`src/rtl/pdm_rx.sv`:
```
// pdm_rx: PDM bitstream receiver. Synchronizes the raw bit, runs a 3rd-order
// CIC decimator (R = 2**DECIM_LOG2) with modular arithmetic, clamps the single
// full-scale overflow value and emits the top WIDTH bits once per frame.
module pdm_rx #(
  parameter int DECIM_LOG2 = 6,
  parameter int WIDTH      = 16
) (
  input  logic             clk,
  input  logic             rst,
  input  logic             pdm_in,
  input  logic             pdm_stb,
  output logic [WIDTH-1:0] out_val,
  output logic             out_stb
);

  localparam int N     = 3 * DECIM_LOG2 + 1;
  localparam int SHIFT = N - 1 - WIDTH;
  localparam logic [DECIM_LOG2-1:0] CNT_MAX = {DECIM_LOG2{1'b1}};
  localparam logic [DECIM_LOG2-1:0] CNT_ONE = {{(DECIM_LOG2-1){1'b0}}, 1'b1};

  logic                  s0_r;
  logic                  s1_r;
  logic [N-1:0]          x_s;
  logic [N-1:0]          i1_r, i2_r, i3_r;
  logic [N-1:0]          i1_s, i2_s, i3_s;
  logic [DECIM_LOG2-1:0] cnt_r;
  logic                  dec_r;
  logic [N-1:0]          d1_r, d2_r, d3_r;
  logic [N-1:0]          c1_s, c2_s, c3_s;
  logic [N-2:0]          sat_s;
  logic [WIDTH-1:0]      word_s;

  // Two-flop synchronizer for the asynchronous PDM pad bit.
  always_ff @(posedge clk) begin
    if (rst) begin
      s0_r <= 1'b0;
      s1_r <= 1'b0;
    end else begin
      s0_r <= pdm_in;
      s1_r <= s0_r;
    end
  end

  // Cascaded integrator sums: each stage adds the freshly updated previous stage.
  always_comb begin
    x_s  = {{(N-1){1'b0}}, s1_r};
    i1_s = i1_r + x_s;
    i2_s = i2_r + i1_s;
    i3_s = i3_r + i2_s;
  end

  // Integrator registers and decimation counter advance only on a strobe.
  always_ff @(posedge clk) begin
    if (rst) begin
      i1_r  <= {N{1'b0}};
      i2_r  <= {N{1'b0}};
      i3_r  <= {N{1'b0}};
      cnt_r <= {DECIM_LOG2{1'b0}};
    end else if (pdm_stb) begin
      i1_r  <= i1_s;
      i2_r  <= i2_s;
      i3_r  <= i3_s;
      cnt_r <= cnt_r + CNT_ONE;
    end else begin
      i1_r  <= i1_r;
      i2_r  <= i2_r;
      i3_r  <= i3_r;
      cnt_r <= cnt_r;
    end
  end

  // Flag the cycle after the last strobe of a frame as the comb cycle.
  always_ff @(posedge clk) begin
    if (rst) begin
      dec_r <= 1'b0;
    end else begin
      dec_r <= pdm_stb && (cnt_r == CNT_MAX);
    end
  end

  // Comb differences on the frame-end I3 (i3_r still holds it during the comb
  // cycle even if a new strobe arrives), then clamp the all-ones case and scale.
  always_comb begin
    c1_s = i3_r - d1_r;
    c2_s = c1_s - d2_r;
    c3_s = c2_s - d3_r;
    if (c3_s[N-1]) begin
      sat_s = {(N-1){1'b1}};
    end else begin
      sat_s = c3_s[N-2:0];
    end
    word_s = WIDTH'(sat_s >> SHIFT);
  end

  // Comb delay registers and the registered output word / strobe.
  always_ff @(posedge clk) begin
    if (rst) begin
      d1_r    <= {N{1'b0}};
      d2_r    <= {N{1'b0}};
      d3_r    <= {N{1'b0}};
      out_val <= {WIDTH{1'b0}};
      out_stb <= 1'b0;
    end else if (dec_r) begin
      d1_r    <= i3_r;
      d2_r    <= c1_s;
      d3_r    <= c2_s;
      out_val <= word_s;
      out_stb <= 1'b1;
    end else begin
      d1_r    <= d1_r;
      d2_r    <= d2_r;
      d3_r    <= d3_r;
      out_val <= out_val;
      out_stb <= 1'b0;
    end
  end

endmodule

```
`config.mk`:
```
export PLATFORM = sky130hd
export DESIGN_NAME = pdm_rx
export DESIGN_NICKNAME = d
export VERILOG_FILES = /design/src/rtl/pdm_rx.sv
export SDC_FILE = /design/constraint.sdc
export NUM_CORES = 1
export LEC_CHECK = 0
export BUFFER_PORTS_ARGS = -buffer_cell sky130_fd_sc_hd__buf_2
export CAP_MARGIN = 30
export CELL_PAD_IN_SITES_DETAIL_PLACEMENT = 1
export CELL_PAD_IN_SITES_GLOBAL_PLACEMENT = 1
export CORE_MARGIN = 2
export CORE_UTILIZATION = 49
export DETAILED_ROUTE_END_ITERATION = 8
export PLACE_DENSITY_LB_ADDON = 0.05
export SYNTH_ARGS = -nofsm -noshare
export SYNTH_HDL_FRONTEND = slang
export SYNTH_SLANG_ARGS = --single-unit
```
`constraint.sdc`:
```
create_clock -name clk -period 7.18 [get_ports clk]
set_clock_uncertainty 0.1 [all_clocks]
set_input_delay 1.436 -clock clk [delete_from_list [all_inputs] [get_ports clk]]
set_output_delay 1.436 -clock clk [all_outputs]
set_load 0.01 [all_outputs]
```
Word level (Yosys, flattened, before mapping)
Index checks and enable logic that the tools add are counted.
Word-level totals
  register bits: 140
  logic and storage cells: 23
  output and inout bits: 17
Operators by class
  muxes and demuxes: 2
  reductions and logical operators: 1
  eq/ne operators: 1
  $add $sub $neg: 7
Operator list (number)
  $sub 19x19->19: 3
  $add 19x19->19: 2
  $add 19x1->19: 1
  $mux 18: 1
  $add 6x1->6 const B: 1
  $eq 6x6->1 const B: 1
  $logic_and 1x1->1: 1
  $mux 1: 1

Depth between registers and ports, before layout
Gate-level depths: netlist of the first run.
  depth after elaboration: 4
  mapped depth: 27

Worst setup path after synthesis of the first run
OpenSTA, ideal clock, no wires.
  kind: reg-to-reg
  from: register d1_r[5]
  to: register out_val[10]
  setup slack: 1893 ps
  arrival time: 5035 ps
  library setup time: 152 ps
  path buffers: 1
  stages on the path, launching flop included: 25
  path through: dfxtp_1 inv_1 ha_1 a21o_1 or4_1 o22ai_2 inv_1 a21oi_1 xnor2_1 ha_1 and4_1 and3_1 a21o_1 or4_1 and2_1 ha_1 and4_1 a21oi_1 o21ai_0 a21o_1 a41oi_1 a21oi_1 xnor2_2 buf_6 a311oi_2
Between the ends
  word-level cells in the longest chain between the ends: 4
Ends and longest elaborated chain
  start, declared: RTL line 28  | logic [N-1:0] d1_r, d2_r, d3_r;
  start signal, assigned: RTL line 98  | d1_r <= {N{1'b0}};
  start signal, assigned: RTL line 104  | d1_r <= i3_r;
  start signal, assigned: RTL line 110  | d1_r <= d1_r;
  $sub 19x19->19: RTL line 84  | c1_s = i3_r - d1_r;
  via c1_s[10]: RTL line 29  | logic [N-1:0] c1_s, c2_s, c3_s;
  $sub 19x19->19: RTL line 85  | c2_s = c1_s - d2_r;
  via c2_s[13]: RTL line 29
  $sub 19x19->19: RTL line 86  | c3_s = c2_s - d3_r;
  $mux 18: RTL line 87  | if (c3_s[N-1]) begin
  end signal, assigned: RTL line 101  | out_val <= {WIDTH{1'b0}};
  end signal, assigned: RTL line 107  | out_val <= word_s;
  end signal, assigned: RTL line 113  | out_val <= out_val;
  end, declared: RTL line 12  | output logic [WIDTH-1:0] out_val,
The timed path passes the listed nets, and every way through them passes these cells.
A chain may end at the register's enable or synchronous reset.

Final worst setup path of the first run
  from: register i3_r[1]
  to: register out_val[3]
Between the ends
  word-level cells in the longest chain between the ends: 4
Ends and longest elaborated chain
  start, declared: RTL line 24  | logic [N-1:0] i1_r, i2_r, i3_r;
  start signal, assigned: RTL line 57  | i3_r <= {N{1'b0}};
  start signal, assigned: RTL line 62  | i3_r <= i3_s;
  start signal, assigned: RTL line 67  | i3_r <= i3_r;
  $sub 19x19->19: RTL line 84
  via c1_s[11]: RTL line 29
  $sub 19x19->19: RTL line 85
  via c2_s[13]: RTL line 29
  $sub 19x19->19: RTL line 86
  $mux 18: RTL line 87
The timed path passes the listed nets, and every way through them passes these cells.

==> results of run 1 <==
-- metal layers --
| layer | part of all wire (%) | wire length (um) | GRT usage, % |
|---|---|---|---|
| met3 | 2.1 | 422 | 4.232 |
| met1 | 51 | 10300 | 28.20 |
| met2 | 46 | 9396 | 33.51 |
| met5 | 0 | 0 | 0 |
| met4 | 0.59 | 120 | 3.818 |
-- kinds of logic (layout without fill, tap and decap cells) --
family,after synthesis,after routing,share of synthesized area (%)
simple gates,361,361,17.90
compound gates,217,217,16.03
flops,140,140,29.42
buf+inv,124,141,4.977
xor+xnor,114,114,10.86
fa+ha+maj,96,96,12.92
mux,75,75,7.892
-- stage by stage --
stage,power (uW),cells
6_report,2286,1409
5_1_grt,2425,1409
4_1_cts,2319,1408
3_5_place_dp,1427,1376
3_3_place_gp,1415,1375
2_1_floorplan,1310,1127
-- state kept, by name, indices dropped and copies added, names as in the netlist --
signal / count
d2_r: 19
cnt_r: 6
s1_r: 1
d1_r: 19
i2_r: 19
out_stb: 1
i3_r: 19
d3_r: 19
s0_r: 1
i1_r: 19
dec_r: 1
out_val: 16
-- power groups by stage --
stage	logic, uW	registers, uW	clock network (uW)
floorplan	508	802	0
global placement	612	803	0
detailed placement	624	803	0
CTS	631	785	903
global route	700	786	939
finish	627	785	875
-- synth_stat cells, drive strengths merged, types with 2 or more instances --
cell / n
o2111ai: 2
o21bai: 10
a41oi: 2
or2: 2
inv: 83
dfxtp: 140
a311oi: 17
and4: 5
nor4: 5
a211oi: 11
clkbuf: 30
o211ai: 7
o21a: 12
a21boi: 7
nor3: 23
xor2: 53
nand4: 8
o22ai: 3
fa: 4
and2: 4
a21oi: 60
or4: 3
buf: 11
a2111o: 2
a31o: 3
and3: 10
o21ai: 35
or3b: 2
or3: 6
a31oi: 6
nand2: 60
nor2: 165
o311ai: 3
nand3: 18
xnor3: 2
mux2i: 74
o221ai: 2
nor2b: 12
a21o: 25
nand2b: 20
o31ai: 4
xnor2: 59
ha: 92
nor3b: 6
nand3b: 9
-- layout make-up --
class / instances / area, um^2 / area share (%)
well taps: 265 / 331.6 / 3.170
inverters: 83 / 311.5 / 2.978
clock inverters: 15 / 153.9 / 1.471
flip-flops and latches: 140 / 2806 / 26.83
repair buffers: 26 / 180.2 / 1.722
clock buffers: 17 / 425.4 / 4.067
multi-input cells: 863 / 6251 / 59.76
-- worst paths after layout --
path,to,slack (ns),depth (start not counted)
max,out_val[3],1.35,24
min,s1_r,0.34,1
max reg2reg,out_val[3],1.35,24
min reg2reg,s1_r,0.34,1
-- critical path: stages (launching register included) --
cell      delay [ns]
dfxtp_1         0.46
ha_1            0.28
nor2b_1         0.13
o21a_1          0.18
o21ai_0         0.34
a311oi_1        0.24
o211ai_1        0.23
nand2_1         0.09
xor2_1          0.16
ha_1            0.35
and4_1          0.21
and3_1          0.20
a21o_1          0.19
or4_1           0.42
and2_1          0.18
ha_1            0.31
and4_1          0.18
a21oi_1         0.13
o21ai_0         0.09
a21o_1          0.20
a41oi_1         0.27
a21oi_1         0.14
xnor2_2         0.14
buf_4           0.21
a311oi_1        0.29
==> impl_metrics.tcl, run 1 <==
set metrics [dict create \
    status "finished clean" \
    cts_hold_buf 0 \
    cts_max_level 4 \
    synth_seq_area_share_pct 29.42 \
    syn_inst 1127 \
    design_area_um2 10460 \
    num_rows 51 \
    core_um2 19270 \
    crit_type "reg2reg" \
    setup_viol 0 \
    dieArea_um2 20580 \
    cts-root-buf "clkbuf_16" \
    utilization_pct 54.28 \
    mostFrequentLayoutCell "nor2_1" \
    syn_area_um2 9528 \
    p_switching_uw 759.1 \
    synth_nets 1227 \
    wl_um 20240 \
    whs_ns 0.3436 \
    maxCapViolations 0 \
    grt_first_pass_wirelength_um 34800 \
    synth_top_area_cell "dfxtp_1" \
    drcViolationCount 0 \
    drt-pass1-iter-count 4 \
    ant_nets 0 \
    synth_cell_type_count 65 \
    cts-resized-gates 0 \
    fillerInstances 2337 \
    placed_cell_area_um2 9853 \
    mostFrequentLayoutCells "nor2_1 (165), dfxtp_1 (139), ha_1 (92)" \
    peakVddDrop_mv 0.1391 \
    port_buffers 20 \
    leakage_uw 0.004313 \
    die_y_um 143.4 \
    pwr-share-comb_pct 27.4 \
    post_drt_wl_per_cell_um 14.37 \
    cts.clk_slew.worst_paths_ns 0.07 \
    synthFlopType "dfxtp_1" \
    critPathCaptureType "flip-flop" \
    hold_class "reg2reg" \
    worstPathMaxFanout 16 \
    cts_setup_buffers 0 \
    ys_ff_latch 140 \
    final-hold-violation-count 0 \
    clockBufferDepth 2 \
    fin_crit_sh_pct 81.24 \
    startpoint "i3_r[1]" \
    drive_gt1_share_pct 7.517 \
    netlist.area_leader.share_pct 29.42 \
    min_period_ns 5.833 \
    start_util_pct 49.44 \
    cp.required_ns 7.41 \
    synth_edf_count 0 \
    intPower_uw 1527 \
    cts_tree "built" \
    final_max_slew_viol_count 0 \
    rr_startpoint "i3_r[1]" \
    overflow 0 \
    setup_ws_ns 1.347 \
    cellPowerDensity_nw_per_um2 218.6 \
    clock_latency_ns 0.43 \
    drt_iter0_markers 270 \
    via_count 7635 \
    fin_nets 1231 \
    dp_hpwl_um 14390 \
    first_global_vias 7429 \
    area_growth_pct 9.783 \
    grt_usage_pct 20.50 \
    max_freq_mhz 171.4 \
    cts_buffers 17 \
    tightest_slew_ns 0.8263 \
    rsz0062_at_grt "no" \
    setup_tns_ns 0 \
    critPathArrivalTime_ns 6.06 \
    numClockSinks 140 \
    worstHoldStart "s0_r" \
    slew_headroom_pct 44.92 \
    seq_power_share_pct 34.3 \
    vias_per_cell 5.419 \
    gp_congestion 0.7919 \
    io_pins 21 \
    p_sw_share_pct 33.20 \
    dieWidth_um 143.4 \
    async_reset_ff_share_pct 0 \
    synth_area_per_cell_um2 8.454 \
    dp_slack_ns 1.394 \
    synth_top_cells_by_area "dfxtp_1 (29%), ha_1 (12%), mux2i_1 (7.8%)" \
    grt_max_degree 94 \
    diodes 0 \
    antenna_found_initial 0 \
    ys_warn_count 0 \
    clkPwrFrac_pct 38.3 \
    startpoint_type "flip-flop" \
]
No activity file was read; power rests on OpenSTA's default activity.
==> run 2, diff against run 1 <==
==> constraint.sdc (replaced) <==
create_clock -name clk -period 5.8 [get_ports clk]
set_clock_uncertainty 0.1 [all_clocks]
set_input_delay 1.16 -clock clk [delete_from_list [all_inputs] [get_ports clk]]
set_output_delay 1.16 -clock clk [all_outputs]
set_load 0.01 [all_outputs]
==> impl_metrics.tcl, run 2 (synthesis results as in run 1) <==
set metrics [dict create \
    first_global_vias 7644 \
    hold_end "s1_r" \
    wl_um 21270 \
    cp.required_ns 6.04 \
    max_freq_mhz 179.7 \
    cts_max_level 4 \
    clockBufferDepth 2 \
    grt.met2_usage_pct 35.49 \
    cts_hold_buf 0 \
    leakage_uw 0.004350 \
    dieArea_um2 20580 \
    core_um2 19270 \
    maxCapViolations 0 \
    fin_nets 1238 \
    diodes 0 \
    fin_crit_sh_pct 95.93 \
    placed_cell_area_um2 9868 \
    setup_tns_ns 0 \
    r2r_cells 27 \
    grt_util_met1_pct 27.88 \
    design_area_um2 10650 \
    mostFrequentLayoutCells "nor2_1 (165), dfxtp_1 (136), ha_1 (88)" \
    cts_buffers 17 \
    min_period_ns 5.564 \
    antenna_found_initial 0 \
    power_uw 3001 \
    peakVddDrop_mv 0.2136 \
    critPathArrivalTime_ns 5.80 \
    die_y_um 143.4 \
    overflow 0 \
    setup_viol 0 \
    mostFrequentLayoutCell "nor2_1" \
    clock_latency_ns 0.44 \
    grt.busiest_layer "met2" \
    status "finished clean" \
    worstReg2RegEnd "out_val[3]" \
    tightest_slew_ns 0.9308 \
    rr_startpoint "i3_r[0]" \
    io_pins 21 \
    vias_per_cell 5.439 \
    dp_hpwl_um 14660 \
    grt_first_pass_wirelength_um 35690 \
    worstHoldStart "s0_r" \
    port_buffers 20 \
    cts.clk_slew.worst_paths_ns 0.07 \
    drcViolationCount 0 \
    worstHoldPathCells 1 \
    ant_nets 0 \
    start_util_pct 49.44 \
    grt_max_degree 76 \
    grt_usage_pct 21.12 \
    drt-pass1-iter-count 4 \
    drive_gt1_share_pct 10.17 \
    r2r_slack_ns 0.24 \
    fillerInstances 2299 \
    dieWidth_um 143.4 \
    drt_iter0_markers 272 \
    hold_class "reg2reg" \
    cts-root-buf "clkbuf_16" \
    met3_usage_pct 3.266 \
    slew_headroom_pct 37.95 \
    cellPowerDensity_nw_per_um2 281.8 \
    startpoint_type "flip-flop" \
    cts_tree "built" \
    numClockSinks 140 \
    critPathCaptureType "flip-flop" \
    final_max_slew_viol_count 0 \
    num_rows 51 \
    gp_congestion 0.8453 \
    via_count 7702 \
    area_growth_pct 11.78 \
    worstPathMaxFanout 8 \
    crit_type "reg2reg" \
    post_drt_wl_per_cell_um 15.02 \
    final-hold-violation-count 0 \
]
## run 2: cell types whose count changed in the layout (fill, tap and decap cells not counted), sizes merged
cell / change
buf: +6
inv: -5
clkbuf: +3
clkinv: +1
clkinvlp: +2
## run 2: worst max path at each step
stage,startpoint,to,depth (start not counted)
2_1_floorplan,d1_r[5],out_val[10],24
3_3_place_gp,d1_r[1],out_val[3],25
3_5_place_dp,d1_r[1],out_val[15],25
4_1_cts,d1_r[1],out_val[0],25
5_1_grt,i3_r[0],out_val[3],27
6_report,i3_r[0],out_val[3],27
## run 2: layout make-up
type / count / area (um^2) / area share [%]
multi-input cells: 863 / 6389 / 59.99
flip-flops and latches: 140 / 2810 / 26.39
clock buffers: 19 / 442.9 / 4.159
well taps: 265 / 331.6 / 3.113
inverters: 83 / 311.5 / 2.925
repair buffers: 33 / 230.2 / 2.162
clock inverters: 13 / 135.1 / 1.269
## run 2: power breakdown
part	leakage (uW)	internal (uW)	total, uW	switching [uW]
clock	0.000270	612	1080	471
combinational	0.00295	415	946	531
sequential	0.00113	967	972	5.34
total	0.00435	1990	3000	1010
## run 2: repair_timing
item                                   4_1_cts  5_1_grt
setup buffers                                0        5
endpoints found under the hold margin        0        0
setup endpoints to repair                    0       16
resized for setup                            0       29
## run 2: critical path: stages (launching register included)
cell and delay [ns]:
dfxtp_1 0.33, inv_1 0.05, ha_1 0.22, fa_2 0.36, nand2b_4 0.17, a21oi_4 0.19, nor2_1 0.09, xnor2_1 0.15
ha_1 0.23, or3_1 0.40, a211oi_1 0.27, o31a_2 0.23, o21bai_1 0.09, a21oi_2 0.19, o21bai_1 0.09, a21oi_1 0.17
xnor2_1 0.17, ha_1 0.31, and4_1 0.21, a21oi_1 0.14, o21ai_0 0.09, a21o_1 0.18, a41oi_2 0.18, a21oi_2 0.10
xnor2_2 0.14, buf_4 0.16, clkbuf_16 0.17, a311oi_1 0.27
## run 2: routing by layer
layer / wire [um] / vias up
li1: - / 3940
met3: 351 / 15
met4: 182 / 0
met1: 10490 / 3714
met5: 0 / -
met2: 10240 / 33
## run 2: through the flow
stage          utilization, %  worst slack, ns  hold WS, ns  instances
3_3_place_gp            51.21           0.2650       0.3181       1378
3_5_place_dp            51.21          0.08440       0.3291       1378
5_1_grt                 55.27          -0.1117       0.3628       1416
4_1_cts                 54.21          0.03592       0.3469       1410
2_1_floorplan               -           0.5130       0.3138       1127
6_report                55.27           0.2363       0.3445       1416
